`config.mk`:
```
export PLATFORM = sky130hd
export DESIGN_NAME = arbitro_fifos
export DESIGN_NICKNAME = d
export VERILOG_FILES = /design/src/rtl/arbitro_fifos.sv
export SDC_FILE = /design/constraint.sdc
export NUM_CORES = 1
export LEC_CHECK = 0
export BUFFER_PORTS_ARGS = -buffer_cell sky130_fd_sc_hd__buf_2
export CORE_ASPECT_RATIO = 0.9
export CORE_UTILIZATION = 40
export CTS_CLUSTER_DIAMETER = 200
export DETAILED_ROUTE_END_ITERATION = 8
export GPL_ROUTABILITY_DRIVEN = 0
export HOLD_SLACK_MARGIN = 0.1
export PLACE_DENSITY = 0.66
export SYNTH_ARGS = -nofsm -noshare
export SYNTH_HDL_FRONTEND = slang
export SYNTH_SLANG_ARGS = --single-unit
```
`constraint.sdc`:
```
create_clock -name clk -period 3 [get_ports clk]
set_clock_uncertainty 0.1 [all_clocks]
set_input_delay 0.3 -clock clk [delete_from_list [all_inputs] [get_ports clk]]
set_output_delay 0.3 -clock clk [all_outputs]
set_load 0.005 [all_outputs]
```
`src/rtl/arbitro_fifos.sv`:
```
// ---------------------------------------------------------------------------
// arbitro_fifos
//
// Round-robin scheduler between four input virtual-channel FIFOs and four
// output FIFOs. Each cycle it pops at most one word from a non-empty input
// FIFO and pushes it, one cycle later, into the output FIFO selected by the
// word's two class bits (the top two bits of the word). It keeps one
// wrapping word counter per destination, readable through a request/valid
// port.
//
// Ports:
//   clk             - system clock, rising edge
//   reset           - asynchronous reset, active low
//   enable          - active status from the state machine; 0 blocks pops
//   empty_in[3:0]   - empty flags of the input FIFOs
//   data_in         - show-ahead head words, FIFO i on [i*DATA_WIDTH +: DATA_WIDTH]
//   almost_full_out - almost-full flags of the output FIFOs (any one pauses)
//   pop[3:0]        - one-hot pop to the input FIFOs (combinational)
//   push_out[3:0]   - one-hot push to the output FIFOs (registered)
//   data_out        - word being pushed (registered)
//   state_arb       - 00 IDLE, 01 ACTIVE, 10 PAUSE (registered)
//   idle_arb        - IDLE with every input FIFO empty (registered)
//   cnt_req/cnt_sel - counter read request and counter index
//   cnt_valid       - read data valid (one cycle after the request)
//   cnt_value       - counter read data
// ---------------------------------------------------------------------------
module arbitro_fifos #(
    parameter int DATA_WIDTH = 6,
    parameter int CNT_WIDTH  = 5
) (
    input  logic                    clk,
    input  logic                    reset,
    input  logic                    enable,
    input  logic [3:0]              empty_in,
    input  logic [4*DATA_WIDTH-1:0] data_in,
    input  logic [3:0]              almost_full_out,
    output logic [3:0]              pop,
    output logic [3:0]              push_out,
    output logic [DATA_WIDTH-1:0]   data_out,
    output logic [1:0]              state_arb,
    output logic                    idle_arb,
    input  logic                    cnt_req,
    input  logic [1:0]              cnt_sel,
    output logic                    cnt_valid,
    output logic [CNT_WIDTH-1:0]    cnt_value
);

    typedef enum logic [1:0] {
        ST_IDLE   = 2'b00,
        ST_ACTIVE = 2'b01,
        ST_PAUSE  = 2'b10
    } arbState_e;

    arbState_e             state_q;
    logic                  idle_q;
    logic [1:0]            ptr_q;
    logic [3:0]            push_q;
    logic [DATA_WIDTH-1:0] data_q;
    logic [CNT_WIDTH-1:0]  cnt_q [4];
    logic                  cntValid_q;
    logic [CNT_WIDTH-1:0]  cntValue_q;

    logic                  pause;
    logic                  allEmpty;
    logic                  go;
    logic [DATA_WIDTH-1:0] headArr [4];
    logic                  grantValid;
    logic [1:0]            grantIdx;
    logic [1:0]            scanIdx;
    logic [DATA_WIDTH-1:0] grantWord;
    logic [1:0]            grantClass;

    // Global qualifiers. reset is part of go so that pop is forced low
    // combinationally while reset is held.
    assign pause    = |almost_full_out;
    assign allEmpty = &empty_in;
    assign go       = reset & enable & ~pause & ~allEmpty;

    // Unpack the flattened head-word bus into one word per FIFO.
    always_comb begin
        for (int i = 0; i < 4; i++) begin
            headArr[i] = data_in[i*DATA_WIDTH +: DATA_WIDTH];
        end
    end

    // Round-robin search starting at ptr_q; the first non-empty FIFO wins.
    // The 2-bit index addition provides the mod-4 wrap.
    always_comb begin
        grantValid = 1'b0;
        grantIdx   = ptr_q;
        scanIdx    = ptr_q;
        for (int k = 0; k < 4; k++) begin
            scanIdx = ptr_q + 2'(k);
            if (go && !grantValid && !empty_in[scanIdx]) begin
                grantValid = 1'b1;
                grantIdx   = scanIdx;
            end
        end
    end

    assign pop        = grantValid ? (4'b0001 << grantIdx) : 4'b0000;
    assign grantWord  = headArr[grantIdx];
    assign grantClass = grantWord[DATA_WIDTH-1 -: 2];

    // Datapath: the granted word is registered toward the output FIFO named
    // by its class bits, and the pointer moves just past the granted FIFO.
    // A word popped on an edge is always pushed by that edge's registers,
    // so a stall or enable drop right afterwards loses nothing.
    always_ff @(posedge clk or negedge reset) begin
        if (!reset) begin
            ptr_q  <= 2'd0;
            push_q <= 4'b0000;
            data_q <= '0;
        end else if (grantValid) begin
            ptr_q  <= grantIdx + 2'd1;
            push_q <= 4'b0001 << grantClass;
            data_q <= grantWord;
        end else begin
            push_q <= 4'b0000;
        end
    end

    // Per-destination counters plus the read port. The read returns the
    // value from before any increment happening on the same edge.
    always_ff @(posedge clk or negedge reset) begin
        if (!reset) begin
            for (int i = 0; i < 4; i++) begin
                cnt_q[i] <= '0;
            end
            cntValid_q <= 1'b0;
            cntValue_q <= '0;
        end else begin
            if (grantValid) begin
                cnt_q[grantClass] <= cnt_q[grantClass] + 1'b1;
            end
            cntValid_q <= cnt_req;
            if (cnt_req) begin
                cntValue_q <= cnt_q[cnt_sel];
            end
        end
    end

    // Status FSM. It only reports; the grant logic uses the live inputs,
    // so every state can be reached directly from every other one.
    always_ff @(posedge clk or negedge reset) begin
        if (!reset) begin
            state_q <= ST_IDLE;
            idle_q  <= 1'b0;
        end else if (enable && pause) begin
            state_q <= ST_PAUSE;
            idle_q  <= 1'b0;
        end else if (enable && !allEmpty) begin
            state_q <= ST_ACTIVE;
            idle_q  <= 1'b0;
        end else begin
            state_q <= ST_IDLE;
            idle_q  <= allEmpty;
        end
    end

    assign push_out  = push_q;
    assign data_out  = data_q;
    assign state_arb = state_q;
    assign idle_arb  = idle_q;
    assign cnt_valid = cntValid_q;
    assign cnt_value = cntValue_q;

endmodule

```
[Word level (Yosys, flattened, before mapping)]
Index checks and enable logic that the tools add are counted.
Word-level totals
  flip-flop bits (word level): 41
  output and inout bits: 23
  word-level logic and storage cells: 87
Cells by class
  add/subtract/negate cells: 5
  $lt $le $gt $ge: 8
  shift operators: 2
  muxes and demuxes: 33
  bitwise operators: 8
  reductions and logical operators: 20
Operator list (count)
  2-to-1 mux 5 bit: 5
  binary-select mux 5 bit (select 2 bit): 2
  bitwise mux 20 bit: 1
  binary-select mux 6 bit (select 2 bit): 1
  less-than comparator 2 x 3 -> 1 bit (second input constant): 4
  2-to-1 mux 6 bit: 2
  2-to-1 mux 1 bit: 11
  demux 5 bit (select 2 bit): 1
  logical AND 1 bit: 10
  >= comparator 3 bit (second input constant): 3
  NOT 2 -> 3 bit: 3
  binary-select mux 1 bit (select 2 bit): 4
  logical NOT 1 bit: 8
  2-to-1 mux 2 bit: 4
  2-to-1 mux 4 bit: 2
  << shifter 1 x 2 -> 4 bit (first input constant): 2
  adder 5 x 1 -> 5 bit (second input constant): 1
  adder 2 x 1 -> 2 bit (second input constant): 2
  adder 2 bit (second input constant): 2
  AND reduction 4 bit: 1
  OR reduction 4 bit: 1
  bitwise AND 1 bit: 3
  less-than comparator 3 x 1 -> 1 bit (second input constant): 1
  NOT 1 bit: 2

[Longest topological paths before layout]
  word-level depth: 28
  gate-level depth with buffers: 12
  gate-level depth less buffers: 11

[Worst setup path after synthesis]
Ideal clock, no wire load.
  path type: input to register
  start point: in almost_full_out[3]
  end point: reg cnt_q[4] (netlist name)
  data arrival time: 2890 ps
  required time: 2778 ps
  slack: -113 ps
  stages: 11
  buffers on the path: 1
  path through: nor4_4 > and4_1 > clkbuf_1 > o211a_2 > mux2i_4 > mux2i_1 > mux2i_4 > ha_1 > and2_4 > and3_4 > xor2_2
Between the ends
  longest elaborated chain between the ends: 28
  elaborated cells on any way between the ends: 36
Ends and longest elaborated chain
  start, declared: RTL line 36  | input logic [3:0] almost_full_out,
  OR reduction 4 bit *: RTL line 75  | assign pause = |almost_full_out;
  NOT 1 bit *: RTL line 77  | assign go = reset & enable & ~pause & ~allEmpty;
  bitwise AND 1 bit * (2 in series): RTL line 77
  logical AND 1 bit: RTL line 94  | if (go && !grantValid && !empty_in[scanIdx]) begin
  2-to-1 mux 1 bit: RTL line 94
  logical NOT 1 bit: RTL line 94
  logical AND 1 bit (2 in series): RTL line 94
  2-to-1 mux 1 bit: RTL line 94
  [... 9 more ...]
  binary-select mux 6 bit (select 2 bit): RTL line 102  | assign grantWord = headArr[grantIdx];
  2-to-1 mux 6 bit (not written as such) (2 in series): RTL line 102
  NOT 2 -> 3 bit (not written as such): RTL line 134  | cnt_q[grantClass] <= cnt_q[grantClass] + 1'b1;
  binary-select mux 5 bit (select 2 bit), or another cell as far along: RTL line 134
  2-to-1 mux 5 bit (not written as such) / logical AND 1 bit (equally long branches): RTL line 134
  2-to-1 mux 5 bit (not written as such): RTL line 134
  adder 5 x 1 -> 5 bit / demux 5 bit (select 2 bit) (equally long branches): RTL line 134
  bitwise mux 20 bit: RTL line 134
  end signal, assigned by index: RTL line 134
  end, declared: RTL line 59  | logic [CNT_WIDTH-1:0] cnt_q [4];
Mark *: on every way between the ends. The rest lies on a longest branch, timed or not. The select of a mux whose other input is x is not followed.
A chain may end at the register's enable or synchronous reset.

[Worst setup path after layout]
  start point: reg ptr_q[0]
  end point: reg cnt_q[4] (netlist name)
Between the ends
  longest elaborated chain between the ends: 27
  elaborated cells on any way between the ends: 47
Ends and longest elaborated chain
  start, declared: RTL line 56  | logic [1:0] ptr_q;
  start signal, assigned: RTL line 115  | ptr_q <= grantIdx + 2'd1;
  binary-select mux 1 bit (select 2 bit): RTL line 94
  2-to-1 mux 1 bit (not written as such): RTL line 94
  logical NOT 1 bit: RTL line 94
  logical AND 1 bit: RTL line 94
  2-to-1 mux 1 bit: RTL line 94
  logical NOT 1 bit: RTL line 94
  logical AND 1 bit (2 in series): RTL line 94
  2-to-1 mux 1 bit: RTL line 94
  [... 9 more ...]
  binary-select mux 6 bit (select 2 bit): RTL line 102
  2-to-1 mux 6 bit (not written as such) (2 in series): RTL line 102
  NOT 2 -> 3 bit (not written as such): RTL line 134
  binary-select mux 5 bit (select 2 bit), or another cell as far along: RTL line 134
  2-to-1 mux 5 bit (not written as such) / logical AND 1 bit (equally long branches): RTL line 134
  2-to-1 mux 5 bit (not written as such): RTL line 134
  adder 5 x 1 -> 5 bit / demux 5 bit (select 2 bit) (equally long branches): RTL line 134
  bitwise mux 20 bit: RTL line 134
Several ways; a longest one is shown, not always the timed one. The select of a mux whose other input is x is not followed.

==> summary.txt <==
Run status
  – Status: finished clean

Floorplanning
  – Initial Utilization: a little over two fifths
  – Die area: 5850 µm²
  – Chip width: 80.5 µm
  – Core area: about 5300 µm²
  – # IOs: ~60
  – Die height: 72.7 µm
  – Row cnt: 25

Detailed routing
  – Drt pass-1 iters: 5
  – Wire per inst: 14.1 µm
  – Final WL: between 5000 and 6000 µm
  – Post-route ant nets: 0
  – DRC: 0
  – DRT iter0 DRCs: 90
  – Via density: slightly above 5
  – Via count: between 1500 and 2000

Setup path
  – Kind of critical path: reg -> reg
  – Slowest cell delay on critical path: between 0.3 and 0.4 ns
  – Crit-path slowest cell: dfrtp_1
  – Setup crit end kind: flop
  – Crit path required time: 3.09 ns
  – CP Data Arrival Time: 2.92 ns
  – Worst r2r src: ptr_q[0]$_DFFE_PN0P_
  – Crit-path cells: o211a_1 > and4_1 > o32ai_4 > mux2i_1 > mux2i_4 > buf_12 > mux2i_1 > mux2i_4 > ha_2 > and2_4 > and3_4 > xor2_2
  – Crit-path max FO: 7
  – Register-to-register setup slack: around 0.17 ns
  – Reg2Reg Depth: 12
  – Worst flop-to-flop path endpoint: cnt_q[4]$_DFFE_PN0P_
  – Worst setup SP type: flop

Logic synthesis
  – Post-synthesis compound-gate area fraction: 8.91%
  – Synth area leader: dfrtp_1
  – Simple-gate area share of the yosys netlist: 17.8%
  – Number of synthesized register bits: 41
  – XOR/XNOR share of the synthesized area: around 2.7%
  – Netlist cell types: 42
  – EDFF count, synth: 0
  – Synth warn: 0
  – Post-Syn Area per Cell: 11.1 µm²
  – Top FF cell, synth: dfrtp_1
  – Synthesized Nets: 243
  – Mux share of post-synthesis cell area: 19.2%
  – Post-synthesis adder-cell area fraction: between 2 and 3%
  – Sequential-to-total area share from yosys stat: 46.2%
  – Ys async rst share: 100%
  – Largest family of logic cells by synthesized area: multiplexers
  – Yosys top cell area share: 46.2%
  – Cells after synthesis: 200
  – Most common cell in the netlist: dfrtp_1
  – Ranking of synthesized cells by area: dfrtp_1, mux4_2, nand2_1, mux2i_1, mux2_2
  – Post-Syn Area: 2220 µm²
  – Post-synth top cells: dfrtp_1, nand2_1, mux2i_1

Worst hold path
  – HP Class: in -> reg
  – Hold Path Sink: state_arb[0]$_DFF_PN0_
  – Hold depth: 2
  – Hold path start: enable

Timing
  – Setup TNS: 0 ns
  – Setup violators final: 0
  – Slew headroom: 80.9%
  – Final worst-path cycle share: between 90 and 100%
  – Fmax: about 350 MHz
  – Final hold violations: 0
  – Slew @ Worst Pin: 0.278 ns
  – Final Critical Period: between 2 and 3 ns
  – Final WS setup: 0.169 ns
  – Unrepaired setup endpoints after global routing: no
  – Slew Limit Fails: 0

Place
  – Placed Cells: 354
  – # port buffers: 60
  – Final HPWL DP: 3920 µm
  – Pre-CTS setup slack: -0.182 ns
  – Placed standard-cell area: 2840 µm²

Pwr
  – Max VDD drop: 349 µV
  – PwrDens: between 500 and 600 nW/µm²
  – P_leak: 0.00153 µW

Clock network
  – CTS sink cnt: 41
  – CTS tree: built
  – CTS Buffer Depth: 2
  – Cell at the root of the clock tree: clkbuf_8
  – Num CTS Buffers: 5
  – Clock Pin Slew Worst Setup and Hold Paths: roughly 0.08 ns
  – Worst skew pair latency: ~0.3 ns
  – H-tree depth: 2

Cells and area
  – Final design utilization: approximately 58%
  – Multi-input gate area: 1170 µm²
  – Design area: 3040 µm²
  – Layout area overhead: 37.0%
  – Share of cells above drive strength 1: 45.3%
  – Ant diodes: 0
  – Final nets: between 300 and 400
  – Seq. cell area: 1030 µm²
  – Fin cells: 365
  – # fillers: 442

Flow run
  – Max Cap Violations: 0

Global route
  – GRT overflow: 0
  – Pin count of the biggest net entering global routing: 24
  – First-pass GRT wire length: between 8000 and 9000 µm
  – GRT Total Usage: approximately a fifth
  – Initial antenna violation count: 0
  – Vias in the first global route: approximately 1800
==> per-stage QoR <==
stage,total power (µW),hold slack [ns]
5_1_grt,1780,0.234
2_1_floorplan,935,-0.0956
3_5_place_dp,1140,0.259
3_3_place_gp,1130,0.250
4_1_cts,1670,0.219
6_report,1690,0.224
==> logic make-up (layout without fill, tap and decap cells) <==
family,count (synthesis),in the layout
mux,30,30
buf+inv,13,111
simple gates,76,76
xor+xnor,6,6
flops,41,41
fa+ha+maj,5,5
compound gates,29,29
==> cell usage in the layout, fill, tap and decap left out, types with 5 or more instances in the layout <==
| cell | netlist | routed |
|---|---|---|
| nand2_1 | 39 | 39 |
| and2_1 | 5 | 5 |
| clkbuf_8 | 0 | 5 |
| nand3_1 | 8 | 8 |
| a21oi_1 | 7 | 7 |
| dfrtp_1 | 41 | 41 |
| mux2_2 | 8 | 8 |
| inv_1 | 6 | 6 |
| nor2_1 | 8 | 8 |
| buf_2 | 3 | 60 |
| o21ai_0 | 11 | 11 |
| buf_4 | 0 | 31 |
| mux4_2 | 7 | 7 |
| mux2i_1 | 12 | 8 |
==> sequential cells by signal, summed over array words and instances, names as in the netlist <==
| signal | flops |
|---|---|
| push_out | 4 |
| ptr_q | 2 |
| idle_arb | 1 |
| cnt_q | 20 |
| cnt_valid | 1 |
| state_arb | 2 |
| data_out | 6 |
| cnt_value | 5 |
==> cell type report <==
class / instances / share of cell area [%]
multi-input combinational: 146 / 38.6
sequential: 41 / 33.7
timing repair buffer: 96 / 19.6
tap: 67 / 2.76
clock buffer: 5 / 2.26
clock inverter: 3 / 2.14
inverter: 7 / 0.864
==> where the power goes <==
group | internal (µW) | switching, µW | leakage, µW
sequential | 617 | 40.0 | 0.000537
combinational | 267 | 240 | 0.000926
clock | 331 | 196 | 0.0000681
==> critical path: cells and delay by family, from the launching register on <==
kind / cells / cell delay, ns
muxes: 4 / 0.83
and+or+nand+nor: 3 / 0.54
DFF: 1 / 0.38
AOI/OAI and AO/OA: 2 / 0.38
adders and majority gates: 1 / 0.21
buffers and inverters: 1 / 0.16
xor gates and xnor gates: 1 / 0.13
==> how the worst max path moves through the flow <==
stage               slack, ns            startpoint  cells after the start                     to
floorplan               -0.07    almost_full_out[0]                      9   cnt_q[4]$_DFFE_PN0P_
global placement        -0.12    almost_full_out[0]                     10   cnt_q[4]$_DFFE_PN0P_
detailed placement      -0.18    almost_full_out[0]                     11   cnt_q[4]$_DFFE_PN0P_
CTS                      0.07  ptr_q[1]$_DFFE_PN0P_                     12   cnt_q[4]$_DFFE_PN0P_
global route             0.02  ptr_q[1]$_DFFE_PN0P_                     12  cnt_q[13]$_DFFE_PN0P_
finish                   0.17  ptr_q[0]$_DFFE_PN0P_                     12   cnt_q[4]$_DFFE_PN0P_
==> routing by layer <==
| metal | GRT usage [%] | up-vias | wire length, µm |
|---|---|---|---|
| li1 | - | 892 | - |
| met1 | 24.8 | 906 | 2180 |
| met5 | 0 | - | 0 |
| met2 | 35.8 | 28 | 2740 |
| met4 | 6.94 | 0 | 84 |
| met3 | 3.25 | 9 | 132 |
==> repair_timing <==
action,CTS,global route
hold buffers,2,0
resized for setup,0,6
hold endpoints to repair,42,0
setup endpoints to repair,0,16
setup buffers,0,1
Power figures use the tool's default switching activity.
